`src/rtl/uart_rx_frame_pkg.sv`:
```
// Shared definitions for the UART receiver: state encoding common with the
// transmitter, default oversampling rate and a clog2 helper for counter widths.
package uart_rx_frame_pkg;

    localparam int NUM_TICKS_DEFAULT = 16;

    typedef enum logic [4:0] {
        IDLE   = 5'b00001,
        START  = 5'b00010,
        DATA   = 5'b00100,
        PARITY = 5'b01000,
        STOP   = 5'b10000
    } state_e;

    function automatic int clog2(input int value);
        int r;
        r = 0;
        while ((1 << r) < value) r++;
        return r;
    endfunction

endpackage

```
`src/rtl/uart_rx_frame_sync.sv`:
```
// Multi-flop synchronizer for the asynchronous serial line; resets to idle (1).
// Ports: clk, reset (async, active-high), rx_in (async line), rxs (synchronized line).
module rx_sync
    import uart_rx_frame_pkg::*;
#(
    parameter int SYNC_STAGES = 2
) (
    input  logic clk,
    input  logic reset,
    input  logic rx_in,
    output logic rxs
);

    logic [SYNC_STAGES-1:0] sync_q;

    always_ff @(posedge clk or posedge reset) begin
        if (reset) begin
            sync_q <= '1;
        end else begin
            sync_q <= {sync_q[SYNC_STAGES-2:0], rx_in};
        end
    end

    assign rxs = sync_q[SYNC_STAGES-1];

endmodule

```
`src/rtl/uart_rx_frame.sv`:
```
// UART frame receiver: 16x-oversampled start/data/parity/stop recovery with
// a one-clk done strobe plus parity and framing error flags.
// Ports: clk, reset (async, active-high), tick (oversample pulse), rx_in (serial
// line), parity (even-parity enable), stop_bits (0 treated as 1), d_out, rx_done,
// parity_err, frame_err.
module uart_rx_frame
    import uart_rx_frame_pkg::*;
#(
    parameter int NUM_TICKS     = NUM_TICKS_DEFAULT,
    parameter int BITS_PER_DATA = 8,
    parameter int SYNC_STAGES   = 2
) (
    input  logic                     clk,
    input  logic                     reset,
    input  logic                     tick,
    input  logic                     rx_in,
    input  logic                     parity,
    input  logic [1:0]               stop_bits,
    output logic [BITS_PER_DATA-1:0] d_out,
    output logic                     rx_done,
    output logic                     parity_err,
    output logic                     frame_err
);

    localparam int SW = clog2(NUM_TICKS);
    localparam int NW = (clog2(BITS_PER_DATA) > 0) ? clog2(BITS_PER_DATA) : 1;

    localparam logic [SW-1:0] S_MID  = SW'(NUM_TICKS / 2 - 1);
    localparam logic [SW-1:0] S_END  = SW'(NUM_TICKS - 1);
    localparam logic [NW-1:0] N_LAST = NW'(BITS_PER_DATA - 1);

    logic rxs;

    state_e                   state_q, state_d;
    logic [SW-1:0]            s_q, s_d;
    logic [NW-1:0]            n_q, n_d;
    logic [1:0]               k_q, k_d;
    logic [BITS_PER_DATA-1:0] sh_q, sh_d;
    logic                     par_q, par_d;
    logic [1:0]               stop_q, stop_d;
    logic                     perr_q, perr_d;
    logic                     ferr_q, ferr_d;
    logic                     armed_q, armed_d;
    logic [BITS_PER_DATA-1:0] dout_q, dout_d;
    logic                     pe_q, pe_d;
    logic                     fe_q, fe_d;
    logic                     done_q, done_d;

    rx_sync #(
        .SYNC_STAGES(SYNC_STAGES)
    ) u_sync (
        .clk  (clk),
        .reset(reset),
        .rx_in(rx_in),
        .rxs  (rxs)
    );

    always_comb begin
        state_d = state_q;
        s_d     = s_q;
        n_d     = n_q;
        k_d     = k_q;
        sh_d    = sh_q;
        par_d   = par_q;
        stop_d  = stop_q;
        perr_d  = perr_q;
        ferr_d  = ferr_q;
        armed_d = armed_q;
        dout_d  = dout_q;
        pe_d    = pe_q;
        fe_d    = fe_q;
        done_d  = 1'b0;

        unique case (state_q)
            IDLE: begin
                // A held-low line (break) must return high before a new start arms.
                if (rxs) begin
                    armed_d = 1'b1;
                end else if (armed_q) begin
                    state_d = START;
                    s_d     = '0;
                end
            end
            START: begin
                if (tick) begin
                    if (s_q == S_MID) begin
                        s_d = '0;
                        if (!rxs) begin
                            state_d = DATA;
                            n_d     = '0;
                            par_d   = parity;
                            stop_d  = (stop_bits == 2'd0) ? 2'd1 : stop_bits;
                            perr_d  = 1'b0;
                            ferr_d  = 1'b0;
                        end else begin
                            state_d = IDLE;
                        end
                    end else begin
                        s_d = s_q + SW'(1);
                    end
                end
            end
            DATA: begin
                if (tick) begin
                    if (s_q == S_END) begin
                        s_d  = '0;
                        // LSB arrives first, so shifting in at the MSB rebuilds the word.
                        sh_d = {rxs, sh_q[BITS_PER_DATA-1:1]};
                        if (n_q == N_LAST) begin
                            state_d = par_q ? PARITY : STOP;
                            k_d     = 2'd1;
                        end else begin
                            n_d = n_q + NW'(1);
                        end
                    end else begin
                        s_d = s_q + SW'(1);
                    end
                end
            end
            PARITY: begin
                if (tick) begin
                    if (s_q == S_END) begin
                        s_d     = '0;
                        perr_d  = rxs ^ (^sh_q);
                        state_d = STOP;
                        k_d     = 2'd1;
                    end else begin
                        s_d = s_q + SW'(1);
                    end
                end
            end
            STOP: begin
                if (tick) begin
                    if (s_q == S_END) begin
                        s_d = '0;
                        if (!rxs) begin
                            ferr_d = 1'b1;
                        end
                        // Done fires mid-stop-bit so the next start edge is never missed.
                        if (k_q == stop_q) begin
                            dout_d  = sh_q;
                            pe_d    = perr_q & par_q;
                            fe_d    = ferr_q | ~rxs;
                            done_d  = 1'b1;
                            armed_d = 1'b0;
                            state_d = IDLE;
                        end else begin
                            k_d = k_q + 2'd1;
                        end
                    end else begin
                        s_d = s_q + SW'(1);
                    end
                end
            end
            default: begin
                state_d = IDLE;
            end
        endcase
    end

    always_ff @(posedge clk or posedge reset) begin
        if (reset) begin
            state_q <= IDLE;
            s_q     <= '0;
            n_q     <= '0;
            k_q     <= '0;
            sh_q    <= '0;
            par_q   <= 1'b0;
            stop_q  <= '0;
            perr_q  <= 1'b0;
            ferr_q  <= 1'b0;
            armed_q <= 1'b0;
            dout_q  <= '0;
            pe_q    <= 1'b0;
            fe_q    <= 1'b0;
            done_q  <= 1'b0;
        end else begin
            state_q <= state_d;
            s_q     <= s_d;
            n_q     <= n_d;
            k_q     <= k_d;
            sh_q    <= sh_d;
            par_q   <= par_d;
            stop_q  <= stop_d;
            perr_q  <= perr_d;
            ferr_q  <= ferr_d;
            armed_q <= armed_d;
            dout_q  <= dout_d;
            pe_q    <= pe_d;
            fe_q    <= fe_d;
            done_q  <= done_d;
        end
    end

    assign d_out      = dout_q;
    assign rx_done    = done_q;
    assign parity_err = pe_q;
    assign frame_err  = fe_q;

endmodule

```
`config.mk`:
```
export PLATFORM = sky130hd
export DESIGN_NAME = uart_rx_frame
export DESIGN_NICKNAME = d
export VERILOG_FILES = /design/src/rtl/uart_rx_frame_pkg.sv /design/src/rtl/uart_rx_frame_sync.sv /design/src/rtl/uart_rx_frame.sv
export SDC_FILE = /design/constraint.sdc
export NUM_CORES = 1
export LEC_CHECK = 0
export BUFFER_PORTS_ARGS = -buffer_cell sky130_fd_sc_hd__buf_2
export CORE_MARGIN = 4
export CORE_UTILIZATION = 55
export CTS_BUF_LIST = sky130_fd_sc_hd__clkbuf_4
export DETAILED_ROUTE_END_ITERATION = 8
export PLACE_DENSITY = 0.77
export RECOVER_POWER = 25
export SLEW_MARGIN = 20
export SYNTH_ARGS = -nofsm -noshare
export SYNTH_HDL_FRONTEND = slang
export SYNTH_HIERARCHICAL = 1
export SYNTH_SLANG_ARGS = --single-unit
export TNS_END_PERCENT = 50
```
`constraint.sdc`:
```
create_clock -name clk -period 5.2 [get_ports clk]
set_input_delay 0 -clock clk [delete_from_list [all_inputs] [get_ports clk]]
set_output_delay 0 -clock clk [all_outputs]
set_load 0.05 [all_outputs]
```
After elaboration in Yosys (flattened, before gate mapping)
Cells that the tools add are included.
{ "totals": {"elab_cells": 126, "register_bits": 41} }
{ "classes": {"addsub": 3, "n_mux": 58, "n_reduce_logical": 19, "eq_ne": 27, "n_bitwise": 4} }
{ "ops": {"columns": ["op", "count"], "rows": [
  ["$mux W5", 13],
  ["$ne A2 B2 Y1 const B", 16],
  ["$pmux W5 S5", 1],
  ["$mux W4", 6],
  ["$mux W3", 7],
  ["$mux W2", 9],
  ["$mux W1", 16],
  ["$reduce_and A7 Y1", 2],
  ["$pmux W4 S3", 1],
  ["$reduce_and A12 Y1", 1],
  ["$reduce_and A5 Y1", 2],
  ["$reduce_and A9 Y1", 1],
  ["$reduce_and A4 Y1", 2],
  ["$reduce_bool A2 Y1", 4],
  ["$reduce_xor A8 Y1", 1],
  ["$pmux W1 S2", 3],
  ["$pmux W2 S3", 1],
  ["$pmux W3 S2", 1],
  ["$reduce_and A6 Y1", 1],
  ["$reduce_bool A3 Y1", 2],
  ["$eq A5 B1 Y1 const B", 1],
  ["$eq A5 B2 Y1 const B", 1],
  ["$eq A5 B3 Y1 const B", 1],
  ["$eq A5 B4 Y1 const B", 1],
  ["other kinds (16)", 17]
]} }

Logic depth before layout (Yosys ltp)
{ "logic_depth": {"ltp_word": 5, "mapped_depth": 7} }

By module
The synthesis kept the hierarchy.
{ "by_module_without_submodules": {"columns": ["module", "cells_per_inst", "area_per_inst_um2", "n_inst", "seq_area_each_um2"], "rows": [
  ["uart_rx_frame", 184, 2062.0, 1, 977.2],
  ["rx_sync", 3, 56.3, 1, 52.6]
]} }

Least setup slack after synthesis
OpenSTA, ideal clock, no wires.
{ "synth_timing": {"path_kind": "register -> register", "startpoint": "register s_q[0]", "endpoint": "register dout_q[0], in the netlist d_out[0]", "path_stages_with_launch": 7, "slack_ps": 3330, "t_arrival_ps": 1745, "path_cell_list": "dfrtp_1 ha_1 buf_2 nand4_2 nor3_4 buf_6 mux2_2"} }
{ "synth_between": {"elab_chain_cells": 2} }
{ "synth_lines": {"columns": ["element", "line_no", "text"], "rows": [
  ["start, declared", "uart_rx_frame.sv:35", "logic [SW-1:0] s_q, s_d;"],
  ["start signal, assigned", "uart_rx_frame.sv:164", "s_q <= '0;"],
  ["start signal, assigned", "uart_rx_frame.sv:179", "s_q <= s_d;"],
  ["$eq A4 B4 Y1", "uart_rx_frame.sv:134", "if (s_q == S_END) begin"],
  ["$reduce_and A4 Y1 (no line)", null, null],
  ["end signal, assigned", "uart_rx_frame.sv:188", "dout_q <= dout_d;"],
  ["end, declared", "uart_rx_frame.sv:44", "logic [BITS_PER_DATA-1:0] dout_q, dout_d;"]
]} }
Every way passes these cells.
A chain may end at the register's enable or synchronous reset.

Worst setup path after layout
{ "layout_timing": {"startpoint": "register s_q[0]", "endpoint": "register stop_q[0]"} }
{ "layout_between": {"elab_chain_cells": 2} }
{ "layout_lines": {"columns": ["element", "line_no", "text"], "rows": [
  ["$eq A4 B3 Y1", "uart_rx_frame.sv:86", "if (s_q == S_MID) begin"],
  ["$reduce_and A4 Y1 (no line)", null, null],
  ["end signal, assigned", "uart_rx_frame.sv:184", "stop_q <= stop_d;"],
  ["end, declared", "uart_rx_frame.sv:40", "logic [1:0] stop_q, stop_d;"]
]} }
Every way passes these cells.

==> summary.log <==
[synthesis] dominant register cell in the synthesized netlist dfrtp_1
[clock_network] clock transition time at the flip-flop clock pins of the worst setup and hold paths 0.12 ns
[timing] maximum clock frequency 0.4177 GHz
[drt] Detailed Routing Iterations Pass 1 4
[critical_path] FF-to-FF path depth 6
[timing] Final min period 2.394 ns
[finish] final cell utilization of the core 0.6306
[floorplan] die span in x 70.06 um
[critical_path] Crit Path Max Fanout 8
[global_routing] Remaining Overflow, GRT 0
[clock_network] buffer cell driving the clock tree root clkbuf_4
[finish] Multi-input gate area 987.2 um2
[timing] slew at the pin closest to its max-slew limit 1.959 ns
[synthesis] Synth Register Bits 41
[critical_path] worst flop-to-flop path startpoint s_q[0]
[drt] Iter 0 DRT Violations 113
[critical_path] Startpoint Class flop
[critical_path] cell with the biggest individual delay on the critical path dlygate4sd3_1
[drt] detailed-route wire length per cell 15.02 um
[synthesis] Post-Syn Nets 197
[power_and_ir_drop] Max rail drop VDD 196.8 uV
[synthesis] number of enable flip-flop cells after synthesis 0
[critical_path] critical path cell sequence ha_1 -> nand3_1 -> nor4_4 -> nor2_1 -> a31oi_1 -> dlygate4sd3_1
[job] number of maximum-capacitance violations 1
[synthesis] instance count of the mapped netlist 187
[finish] number of filler instances in the final layout 285
[clock_network] maximum count of clock buffers along a single path 2
[clock_network] TritonCTS clock tree yes
[placed_design] number of port buffers 17
[timing] setup_tns 0 ns
[floorplan] floorplan row count 22
[timing] post-route setup slack 2.806 ns
[power_and_ir_drop] power per cell area 306.0 nW/um2
[synthesis] count of synthesis-stage warnings from yosys 6
[critical_path] cell type group with the largest total delay on the critical path simple AND/OR/NAND/NOR gates
[timing] Final Hold Vio Count 0
[synthesis] async set-or-reset flop fraction in the synthesized netlist 1.000
[placed_design] worst slack, placed 2.957 ns
[drt] number of vias in the routed layout 1,512
[clock_network] CTS resizes 0
[floorplan] chip height 70.06 um
[finish] area taken by flip-flops and latches 1030 um2
[global_routing] number of antenna violations at the first check in global routing 0
[drt] routed wire length 3844 um
[clock_network] Clk Latency, worst-skew pair 0.35 ns
[clock_network] H-tree level count 2
[placed_design] half-perimeter wire length of the detailed placement result 2687 um
[placed_design] GP Congestion 0.9124
[finish] share of final-layout standard cells stronger than drive strength 1 0.2596
[critical_path] R2R setup slack 2.81 ns
[critical_path] type of the setup path with the least slack flop to flop
[critical_path] arrival time at the worst endpoint 2.69 ns
[critical_path] critical path endpoint category flop
[critical_path] capturing point of the worst reg2reg path stop_q[0]
[power_and_ir_drop] internal power summed over all cells 0.4979 mW
[global_routing] pin count of the biggest net entering global routing 40
[floorplan] initial core utilization 0.5743
[finish] count of antenna diodes in the layout 0
[power_and_ir_drop] part of the total power dissipated in the clock network 0.288
[timing] Final Slew Violations 40
[hold_path] Hold Path Depth 5
[status] violations in the final reports max-capacitance violations, max-slew violations
[status] status finished with violations
[critical_path] required time of the worst setup path 5.49 ns
[power_and_ir_drop] leakage dissipation 1.132 nW
[power_and_ir_drop] total net switching power 0.2138 mW
[critical_path] buffers plus inverters on the worst setup path 1
[drt] DRC violations left 0
[timing] Final setup violation count 0
[finish] Layout area overhead 9.805%
[clock_network] sink count of the clock tree 41
[clock_network] total CTS buffers 5
[floorplan] total core area 3689 um2
[floorplan] ports placed on the boundary 18
[drt] remaining antenna violation count after routing 0
[global_routing] global-route wire length before repair 6734 um
[finish] non-filler instance count after layout 256
[clock_network] post-CTS setup buffer count 0
[timing] Worst slew margin -0.3061
[drt] vias per cell 5.906
[timing] Hold WS 0.08562 ns
[timing] period utilization 0.4604
[power_and_ir_drop] sequential fraction of design power 0.519
[hold_path] worst hold path type primary input to flop
[finish] Post-layout nets 217
[global_routing] vias in the first global route 1,497
[hold_path] destination of the worst hold path state_q[0]
[placed_design] Post-Place Cells 243
[synthesis] unique cell type count in the Yosys netlist 45
[synthesis] summed instance area of the synthesized netlist 2118 um2
[timing] setup repair after global routing missed its margin false
[synthesis] part of the Yosys area used for sequential elements 0.4861
[floorplan] die area 4908 um2
[clock_network] hold_buf cts 5
[critical_path] peak per-stage delay on the critical path 0.57 ns
[timing] maximum clock skew at final layout 0.003257 ns
[synthesis] mean instance size in the synthesized netlist 11.33 um2
[hold_path] startpoint of the worst hold path tick
[power_and_ir_drop] relative contribution of combinational cells to total power 0.192
[global_routing] All-Layer GR Usage 0.1710
[power_and_ir_drop] Switching Fraction 0.3004
-- cell type report --
cell class | count | share of cell area
Clock inverter | 3 | 0.01775
Sequential cell | 41 | 0.4427
Timing Repair Buffer | 23 | 0.05863
Tap cell | 48 | 0.02582
Inverter | 9 | 0.01452
Multi-Input combinational cell | 127 | 0.4244
Clock buffer | 5 | 0.01614
-- sequential cells by signal, indices dropped and copies added (netlist names) --
name and count:
armed_q 1, d_out 8, ferr_q 1, frame_err 1, k_q 2, n_q 3, par_q 1, parity_err 1
perr_q 1, rx_done 1, s_q 4, sh_q 8, state_q 5, stop_q 2, u_sync/sync_q 2
-- cell usage after synthesis (2+ instances only) --
| cell | count | area (um2) |
|---|---|---|
| and3_1 | 4 | 25.02 |
| mux2i_1 | 2 | 20.02 |
| xor2_1 | 4 | 35.03 |
| nand3_1 | 8 | 40.04 |
| buf_2 | 6 | 30.03 |
| a22o_1 | 3 | 26.28 |
| dfstp_2 | 3 | 78.83 |
| a21oi_1 | 4 | 20.02 |
| nor3_1 | 2 | 10.01 |
| inv_1 | 9 | 33.78 |
| nand2_1 | 9 | 33.78 |
| xnor2_1 | 9 | 78.83 |
| o21ai_0 | 8 | 40.04 |
| a31oi_1 | 3 | 18.77 |
| o211ai_1 | 2 | 15.01 |
| nor4_4 | 2 | 42.54 |
| nor3_4 | 3 | 48.80 |
| nor4b_1 | 2 | 17.52 |
| nand4_1 | 4 | 25.02 |
| mux2_2 | 20 | 225.2 |
| ha_1 | 3 | 37.54 |
| buf_6 | 2 | 22.52 |
| nor2_1 | 12 | 45.04 |
| nor2b_1 | 2 | 12.51 |
| dfrtp_1 | 38 | 950.9 |
| o22ai_1 | 3 | 18.77 |
| buf_4 | 2 | 15.01 |
-- worst min-delay path: cells and delay by family --
| family | cells | cell delay (ns) |
|---|---|---|
| AO/OA/AOI/OAI | 1 | 0.09 |
| buffers and inverters | 1 | 0.13 |
| AND/OR/NAND/NOR | 3 | 0.22 |
-- layout by cell type (no fill, tap or decap), types with 3 or more instances in the layout --
cell type / count
dlygate4sd3_1: 5
nand2_1: 9
dfstp_2: 3
nor3_4: 3
a22o_1: 3
o21ai_0: 8
and3_1: 4
xnor2_1: 9
mux2_2: 20
buf_2: 15
nand4_1: 4
nor2_1: 12
ha_1: 3
inv_1: 9
a31oi_1: 3
xor2_1: 4
dfrtp_1: 38
nand3_1: 8
a21oi_1: 4
clkbuf_1: 3
clkbuf_4: 5
o22ai_1: 3
-- routing by layer --
layer	track usage	share of wire	wire length, um	up-vias
met1	0.2050	0.43	1637	747
met4	0.07660	0.022	84	0
met2	0.2949	0.51	1966	48
met3	0.03453	0.041	156	7
met5	0	0	0	-
li1	-	-	-	710
-- metrics by stage --
step	power (mW)	cell area, um2
after floorplan	0.4827	2118
after global placement	0.5034	2203
after detailed placement	0.5085	2203
after CTS	0.7143	2332
after global routing	0.7542	2326
final	0.7117	2326
-- worst max-delay path by stage --
stage	start	end	slack [ns]	cells after the start
finish	s_q[0]	stop_q[0]	2.81	6
global route	s_q[0]	stop_q[0]	2.65	6
CTS	s_q[0]	stop_q[0]	2.85	6
detailed placement	s_q[0]	d_out[2]	2.96	4
global placement	s_q[0]	d_out[6]	3.06	4
floorplan	s_q[0]	d_out[0]	3.33	6
-- power groups by stage --
stage               combinational [mW]  sequential (mW)  clock [mW]
floorplan                        0.133            0.350           0
global placement                 0.130            0.373           0
detailed placement               0.134            0.375           0
CTS                              0.136            0.369       0.209
global route                     0.152            0.374       0.228
finish                           0.137            0.370       0.205
-- logic make-up after synthesis --
kind of cell | synth area share
buffers and inverters | 0.04784
adders and majority gates | 0.01772
AOI/OAI and AO/OA | 0.09393
DFF | 0.4861
xor gates and xnor gates | 0.05375
and+or+nand+nor | 0.1796
muxes | 0.1211
No activity file was read; power rests on OpenSTA's default activity.
